$ cat config.mk
export PLATFORM = sky130hd
export DESIGN_NAME = ep_buffer_ctrl
export DESIGN_NICKNAME = d
export VERILOG_FILES = /design/src/rtl/ep_buffer_ctrl.sv
export SDC_FILE = /design/constraint.sdc
export NUM_CORES = 1
export LEC_CHECK = 0
export ABC_AREA = 0
export ABC_CLOCK_PERIOD_IN_PS = 3880
export CORE_ASPECT_RATIO = 1.75
export CORE_MARGIN = 2
export CORE_UTILIZATION = 45
export CTS_CLUSTER_SIZE = 14
export DETAILED_ROUTE_END_ITERATION = 16
export PLACE_DENSITY = 0.78
export SETUP_SLACK_MARGIN = 0.2
export SYNTH_ARGS = -nofsm -noshare
export SYNTH_HDL_FRONTEND = slang
export SYNTH_SLANG_ARGS = --single-unit
$ cat constraint.sdc
create_clock -name Clock -period 3.88 [get_ports Clock]
set_input_delay 0.776 -clock Clock [delete_from_list [all_inputs] [get_ports Clock]]
set_output_delay 0.776 -clock Clock [all_outputs]
set_load 0.05 [all_outputs]
$ cat src/rtl/ep_buffer_ctrl.sv
// Endpoint buffer controller: one circular FIFO per endpoint inside a shared
// single-write/single-read RAM, with full/empty gating, flush and overrun errors.
module ep_buffer_ctrl #(
   parameter int ENDPOINTS  = 4,
   parameter int DEPTH      = 16,
   parameter int DATA_WIDTH = 8,
   parameter int ADDR_WIDTH = 6
) (
   input  logic                         Clock,
   input  logic                         Reset,
   input  logic                         iWrReq,
   input  logic [$clog2(ENDPOINTS)-1:0] iWrEndp,
   input  logic [DATA_WIDTH-1:0]        iWrData,
   output logic                         oWrReady,
   input  logic                         iRdReq,
   input  logic [$clog2(ENDPOINTS)-1:0] iRdEndp,
   output logic                         oRdReady,
   output logic [DATA_WIDTH-1:0]        oRdData,
   output logic                         oRdValid,
   input  logic                         iFlush,
   input  logic [$clog2(ENDPOINTS)-1:0] iFlushEndp,
   output logic [ENDPOINTS-1:0]         oEmpty,
   output logic [ENDPOINTS-1:0]         oFull,
   output logic                         oErr,
   output logic                         oRamWriteEnable,
   output logic [ADDR_WIDTH-1:0]        oRamWriteAddress,
   output logic [DATA_WIDTH-1:0]        oRamDataIn,
   output logic [ADDR_WIDTH-1:0]        oRamReadAddress,
   input  logic [DATA_WIDTH-1:0]        iRamDataOut
);

   localparam int EP_W  = $clog2(ENDPOINTS);
   localparam int PTR_W = $clog2(DEPTH);
   localparam int CNT_W = PTR_W + 1;

   logic [PTR_W-1:0]      wr_ptr [ENDPOINTS];
   logic [PTR_W-1:0]      rd_ptr [ENDPOINTS];
   logic [CNT_W-1:0]      count  [ENDPOINTS];
   logic [ADDR_WIDTH-1:0] rd_addr_q;

   logic                  flush_wr, flush_rd;
   logic                  wr_accept, rd_accept;
   logic                  wr_err, rd_err;
   logic [ENDPOINTS-1:0]  wr_sel, rd_sel, flush_sel;

   always_comb begin
      for (int e = 0; e < ENDPOINTS; e++) begin
         oEmpty[e] = (count[e] == '0);
         oFull[e]  = (count[e] == CNT_W'(DEPTH));
      end
   end

   // A flush of the addressed endpoint silently wins over a request to it:
   // the request is neither accepted nor reported as an error.
   always_comb begin
      flush_wr  = iFlush && (iFlushEndp == iWrEndp);
      flush_rd  = iFlush && (iFlushEndp == iRdEndp);
      oWrReady  = !oFull[iWrEndp]  && !flush_wr && !Reset;
      oRdReady  = !oEmpty[iRdEndp] && !flush_rd && !Reset;
      wr_accept = iWrReq && oWrReady;
      rd_accept = iRdReq && oRdReady;
      wr_err    = iWrReq && oFull[iWrEndp]  && !flush_wr;
      rd_err    = iRdReq && oEmpty[iRdEndp] && !flush_rd;
      for (int e = 0; e < ENDPOINTS; e++) begin
         wr_sel[e]    = wr_accept && (iWrEndp == EP_W'(e));
         rd_sel[e]    = rd_accept && (iRdEndp == EP_W'(e));
         flush_sel[e] = iFlush && (iFlushEndp == EP_W'(e));
      end
   end

   // RAM write port and read address are driven straight from the accept
   // decision; the RAM returns read data one cycle later.
   always_comb begin
      oRamWriteEnable  = wr_accept;
      oRamWriteAddress = ADDR_WIDTH'({iWrEndp, wr_ptr[iWrEndp]});
      oRamDataIn       = iWrData;
      oRamReadAddress  = rd_accept ? ADDR_WIDTH'({iRdEndp, rd_ptr[iRdEndp]}) : rd_addr_q;
      oRdData          = iRamDataOut;
   end

   // NOTE: the per-endpoint pointer/count arrays are small register files, so
   // they are reset like any other state; only the external RAM keeps its contents.
   always_ff @(posedge Clock or posedge Reset) begin
      if (Reset) begin
         for (int e = 0; e < ENDPOINTS; e++) begin
            wr_ptr[e] <= '0;
            rd_ptr[e] <= '0;
            count[e]  <= '0;
         end
         rd_addr_q <= '0;
         oRdValid  <= 1'b0;
         oErr      <= 1'b0;
      end else begin
         for (int e = 0; e < ENDPOINTS; e++) begin
            if (flush_sel[e]) begin
               wr_ptr[e] <= '0;
               rd_ptr[e] <= '0;
               count[e]  <= '0;
            end else begin
               if (wr_sel[e]) wr_ptr[e] <= wr_ptr[e] + 1'b1;
               if (rd_sel[e]) rd_ptr[e] <= rd_ptr[e] + 1'b1;
               if (wr_sel[e] && !rd_sel[e])
                  count[e] <= count[e] + 1'b1;
               else if (rd_sel[e] && !wr_sel[e])
                  count[e] <= count[e] - 1'b1;
            end
         end
         if (rd_accept) rd_addr_q <= oRamReadAddress;
         oRdValid <= rd_accept;
         oErr     <= wr_err || rd_err;
      end
   end

endmodule
# [After elaboration in Yosys (flattened, before gate mapping)]
# Cells that the tools add are included.
[op_classes] muxes=39 div_mod_pow=0 shift=0 add_sub_neg=16 n_lt_le_gt_ge=4 n_eq_ne=15 mul=0 n_reduce_logical=65 n_bitwise=2
[op_table] op="2-to-1 mux 4 bit" n=20
[op_table] op="2-to-1 mux 5 bit" n=12
[op_table] op="adder 4 x 1 -> 4 bit (second input constant)" n=8
[op_table] op="logical AND 1 bit" n=32
[op_table] op="adder 5 x 1 -> 5 bit (second input constant)" n=4
[op_table] op="equality test 5 bit (second input constant)" n=4
[op_table] op="zero test 5 bit" n=4
[op_table] op="subtractor 5 x 1 -> 5 bit (second input constant)" n=4
[op_table] op="binary-select mux 4 bit (select 2 bit)" n=2
[op_table] op="nonzero test 2 bit" n=8
[op_table] op="zero test 1 bit" n=13
[op_table] op="equality test 2 bit (second input constant)" n=6
[op_table] op="nonzero test 3 bit" n=4
[op_table] op="equality test 2 x 1 -> 1 bit (second input constant)" n=3
[op_table] op=">= comparator 3 bit (second input constant)" n=2
[op_table] op="zero test 2 bit" n=3
[op_table] op="less-than comparator 2 x 3 -> 1 bit (second input constant)" n=2
[op_table] op="2-to-1 mux 6 bit" n=1
[op_table] op="NOT 2 -> 3 bit" n=2
[op_table] op="binary-select mux 1 bit (select 2 bit)" n=2
[op_table] op="equality test 2 bit" n=2
[op_table] op="2-to-1 mux 1 bit" n=2
[op_table] op="logical OR 1 bit" n=1
[totals] romBits=0 out_inout_bits=41 inputBits=27 memories=0 ramBits=0 register_bits=60 word_cells=156 latchBits=0

# [Longest topological paths before layout]
[logic_depth] ltp_word=13 mapped_depth=11 ltp_nobuf=9

# [Worst setup path after synthesis]
# OpenSTA, ideal clock, no wires.
[synth_timing] kind="in2out" from="input iFlushEndp[1]" to="output oRamWriteEnable" path_stages=5 path_slack_ns=0.345 t_arrival_ns=2.759 required_ns=3.104 n_path_buf=1 path_cell_list="clkbuf_1 -> xnor2_1 -> and3_1 -> a211o_1 -> nor3b_1"
[synth_via] elab_chain_len=6
[synth_lines] element="start, declared" line="21" source="input logic [$clog2(ENDPOINTS)-1:0] iFlushEndp,"
[synth_lines] element="equality test 2 bit" line="56" source="flush_wr = iFlush && (iFlushEndp == iWrEndp);"
[synth_lines] element="logical AND 1 bit" line="56"
[synth_lines] element="zero test 1 bit" line="58" source="oWrReady = !oFull[iWrEndp] && !flush_wr && !Reset;"
[synth_lines] element="logical AND 1 bit (2 in a row)" line="58"
[synth_lines] element="logical AND 1 bit" line="60" source="wr_accept = iWrReq && oWrReady;"
[synth_lines] element="end, declared" line="25" source="output logic oRamWriteEnable,"
# No other way between the ends.

# [Worst setup path in the final report]
[layout_timing] from="input iRdEndp[0]" to="output oRamReadAddress[2]"
[layout_via] elab_chain_len=7 word_cells_on_any_way=14 classes_between="1 x eq/ne; 6 x mux; 1 x bitwise; 6 x reduce/logical"
[layout_lines] element="start, declared" line="16" source="input logic [$clog2(ENDPOINTS)-1:0] iRdEndp,"
[layout_lines] element="binary-select mux 1 bit (select 2 bit) / equality test 2 bit (equally long branches)" line="59, 57"
[layout_lines] element="2-to-1 mux 1 bit (implied by the code) / logical AND 1 bit (equally long branches)" line="59, 57"
[layout_lines] element="zero test 1 bit" line="59" source="oRdReady = !oEmpty[iRdEndp] && !flush_rd && !Reset;"
[layout_lines] element="logical AND 1 bit (2 in a row)" line="59"
[layout_lines] element="logical AND 1 bit" line="61" source="rd_accept = iRdReq && oRdReady;"
[layout_lines] element="2-to-1 mux 6 bit *" line="77" source="oRamReadAddress = rd_accept ? ADDR_WIDTH'({iRdEndp, rd_ptr[iRdEndp]}) : rd_addr_q;"
[layout_lines] element="end, declared" line="28" source="output logic [ADDR_WIDTH-1:0] oRamReadAddress,"
# Every way passes the cells marked *; elsewhere a longest branch is shown, timed or not. The select of a mux whose other input is x is not followed.

==> results.tsv <==
stage	metric	value	unit
grt	grt_overflow_total	0	
place	place.gp.congestion	0.9113	
worst_hold_path	hold_path_class	flop to flop	
grt	use_met2	0.3684	
clock_network	root_buffer	clkbuf_16	
yosys	async_reset_ff_frac	1.000	
detailed_routing	wl_per_cell	17.56	µm
finish	area_delta_synth_final	20.38	%
yosys	syn-num-nets	469	
critical_path	worstPathRequired	3.10	ns
yosys	synth_top_cell_by_area	dfrtp_1	
place	hpwl	7.786	mm
sta	hold_viol	0	
grt	grt_max_degree	29	
grt	first_global_vias	3431	
grt	grt_util_met1	0.2193	
yosys	syn_inst	414	
critical_path	r2r-start	count[5]	
yosys	synth_top_area_share	0.3581	
grt	use_met3	0.04602	
finish	drive_gt1_frac	0.1786	
clock_network	path_clk_slew	0.05	ns
yosys	synthFlopType	dfrtp_1	
yosys	yosys_warnings	0	
die	ios	68	
critical_path	critical_path_peak_fanout	13	
place	port_buffers	35	
finish	multi_input_area	0.002452	mm²
finish	n_fill_cell	783	
detailed_routing	routed_wl	10.17	mm
critical_path	critPathKind	input pin to output port	
finish	nets	509	
critical_path	end_kind	output port	
critical_path	r2r_slack	0.88	ns
worst_hold_path	min_delay_path_depth	1	
sta	worst_slew_pin_slew	0.6403	ns
sta	whs	0.4927	ns
die	core	0.009036	mm²
yosys	yosysSeqAreaShare	0.3581	
sta	fin_crit	3.576	ns
finish	seq_area	0.001501	mm²
detailed_routing	drc_errors	0	
run_status	outcome	complete, no violations	
sta	relSlewSlack	0.5700	
clock_network	cts_buffers	9	
detailed_routing	viasPerCell	5.781	
clock_network	cts.path.max_buffers	2	
critical_path	r2r_cells	9	
grt	grt_antenna_before_repair	0	
pwr	peakVddDrop	0.5229	mV
critical_path	reg2reg_to	count[9]	
sta	skew	0.004202	ns
yosys	synthesis.area	0.004193	mm²
yosys	ys_top_cells_by_area	dfrtp_1 36%, ha_1 7.2%, nor2_1 4.7%	
clock_network	holdBufCountCts	0	
worst_hold_path	min_to	rd_addr_q[5]	
die	die_w	76.97	µm
sta	max_freq	0.2796	GHz
finish	final_common_cell	dfrtp_1	
pwr	power_density	678.6	mW/mm²
detailed_routing	dr.pass1.iters	4	
sta	tns	0	ns
clock_network	cts_setup_buffers	0	
yosys	ys_types	60	
finish	diodes	0	
critical_path	cp-start-kind	input pin	
detailed_routing	antenna_left	0	
flow_run	maxCapViolCount	0	
sta	rsz0062_at_grt	no	
yosys	ys_ff_latch	60	
die	die-area	0.01014	mm²
yosys	synth-edff-count	0	
pwr	p_leak	0.002247	µW
worst_hold_path	hp-start	rd_addr_q[5]	
clock_network	cts_sinks	60	
grt	track_usage	0.2118	
clock_network	cts_resized	1	
sta	fin_crit_sh	0.9216	
clock_network	tritoncts	done	
grt	grt_pass1_wl	16.66	mm
finish	layout_common_cells	60 x dfrtp_1, 52 x nor2_1, 39 x buf_4, 24 x ha_1, 21 x clkdlybuf4s50_1	
grt	grt.busiest_layer	met2	
die	rows	46	
sta	finalSetupViolCount	0	
yosys	syn_avg_cell_area	10.13	µm²
detailed_routing	vias	3347	
clock_network	clk_latency	0.33	ns
sta	maxSlewViolCount	0	
critical_path	arrival	2.80	ns
detailed_routing	drtIter0Drc	151	
clock_network	cts.htree.levels	3	
die	initial_core_util	0.4640	
die	fp.dieH	131.7	µm
-- worst max-delay path, cell delays in order --
cell and delay, ns:
clkdlybuf4s50_1 0.63, nor2b_1 0.32, a22oi_1 0.16, nand3b_1 0.20, buf_4 0.20, mux2_1 0.32, buf_4 0.19
-- sequential cells by signal, summed over array words and instances, names as in the netlist --
signal / count
oRdValid: 1
count: 20
oErr: 1
rd_addr_q: 6
rd_ptr: 16
wr_ptr: 16
-- stage by stage --
stage               total power [µW]  instances  area (µm²)  worst slack, ns    util
floorplan                       2100        414        4193           0.3454       -
global placement                2429        563        4701           0.2129  0.5202
detailed placement              2509        563        4701          0.08549  0.5202
CTS                             3434        579        5041           0.2301  0.5579
global route                    3619        579        5047           0.2135  0.5586
finish                          3425        579        5047           0.3040  0.5586
-- cell type report --
class / count / share of cell area
Multi-Input combinational cell: 310 / 0.4859
Sequential cell: 60 / 0.2975
Timing Repair Buffer: 64 / 0.1140
Clock buffer: 12 / 0.04685
Tap cell: 120 / 0.02975
Clock inverter: 4 / 0.01934
Inverter: 9 / 0.006693
-- report_power, final --
group / leakage [µW] / internal (µW) / switching [µW]
logic: 0.00129 / 628 / 850
registers: 0.000801 / 789 / 257
clock network: 0.000157 / 627 / 274
-- cell families after synthesis --
| family | after synthesis | share of synthesized area |
|---|---|---|
| xor+xnor | 36 | 0.07699 |
| simple gates | 146 | 0.1853 |
| mux | 30 | 0.09967 |
| buf+inv | 44 | 0.05939 |
| compound gates | 70 | 0.1298 |
| flops | 60 | 0.3581 |
| fa+ha+maj | 28 | 0.09072 |
-- how the worst max path moves through the flow --
stage	depth (start not counted)	to	slack, ns	start
floorplan	5	oRamWriteEnable	0.35	iFlushEndp[1]
global placement	11	count[19]	0.21	Reset
detailed placement	10	count[19]	0.09	iWrEndp[0]
CTS	8	oRamReadAddress[2]	0.23	iRdEndp[1]
global route	7	oRamWriteEnable	0.21	iWrEndp[1]
finish	7	oRamReadAddress[2]	0.30	iRdEndp[0]
-- cell usage after synthesis, types with 9 or more instances --
library cell	number
buf_4	19
a21oi_1	14
xnor2_1	18
ha_1	24
nor2_1	52
nand3_1	17
dfrtp_1	60
mux2_1	10
nand2_1	20
xor2_1	17
clkbuf_1	11
mux2i_1	11
nor3_1	11
a21o_1	9
-- routing by layer --
| metal | vias to the layer above | share of wire | wire length (µm) |
|---|---|---|---|
| met5 | - | 0 | 0 |
| met4 | 0 | 0.053 | 542 |
| met3 | 35 | 0.037 | 381 |
| met2 | 91 | 0.54 | 5453 |
| met1 | 1665 | 0.37 | 3790 |
| li1 | 1556 | - | - |
Note: power is estimated with default switching activity, not from simulation.
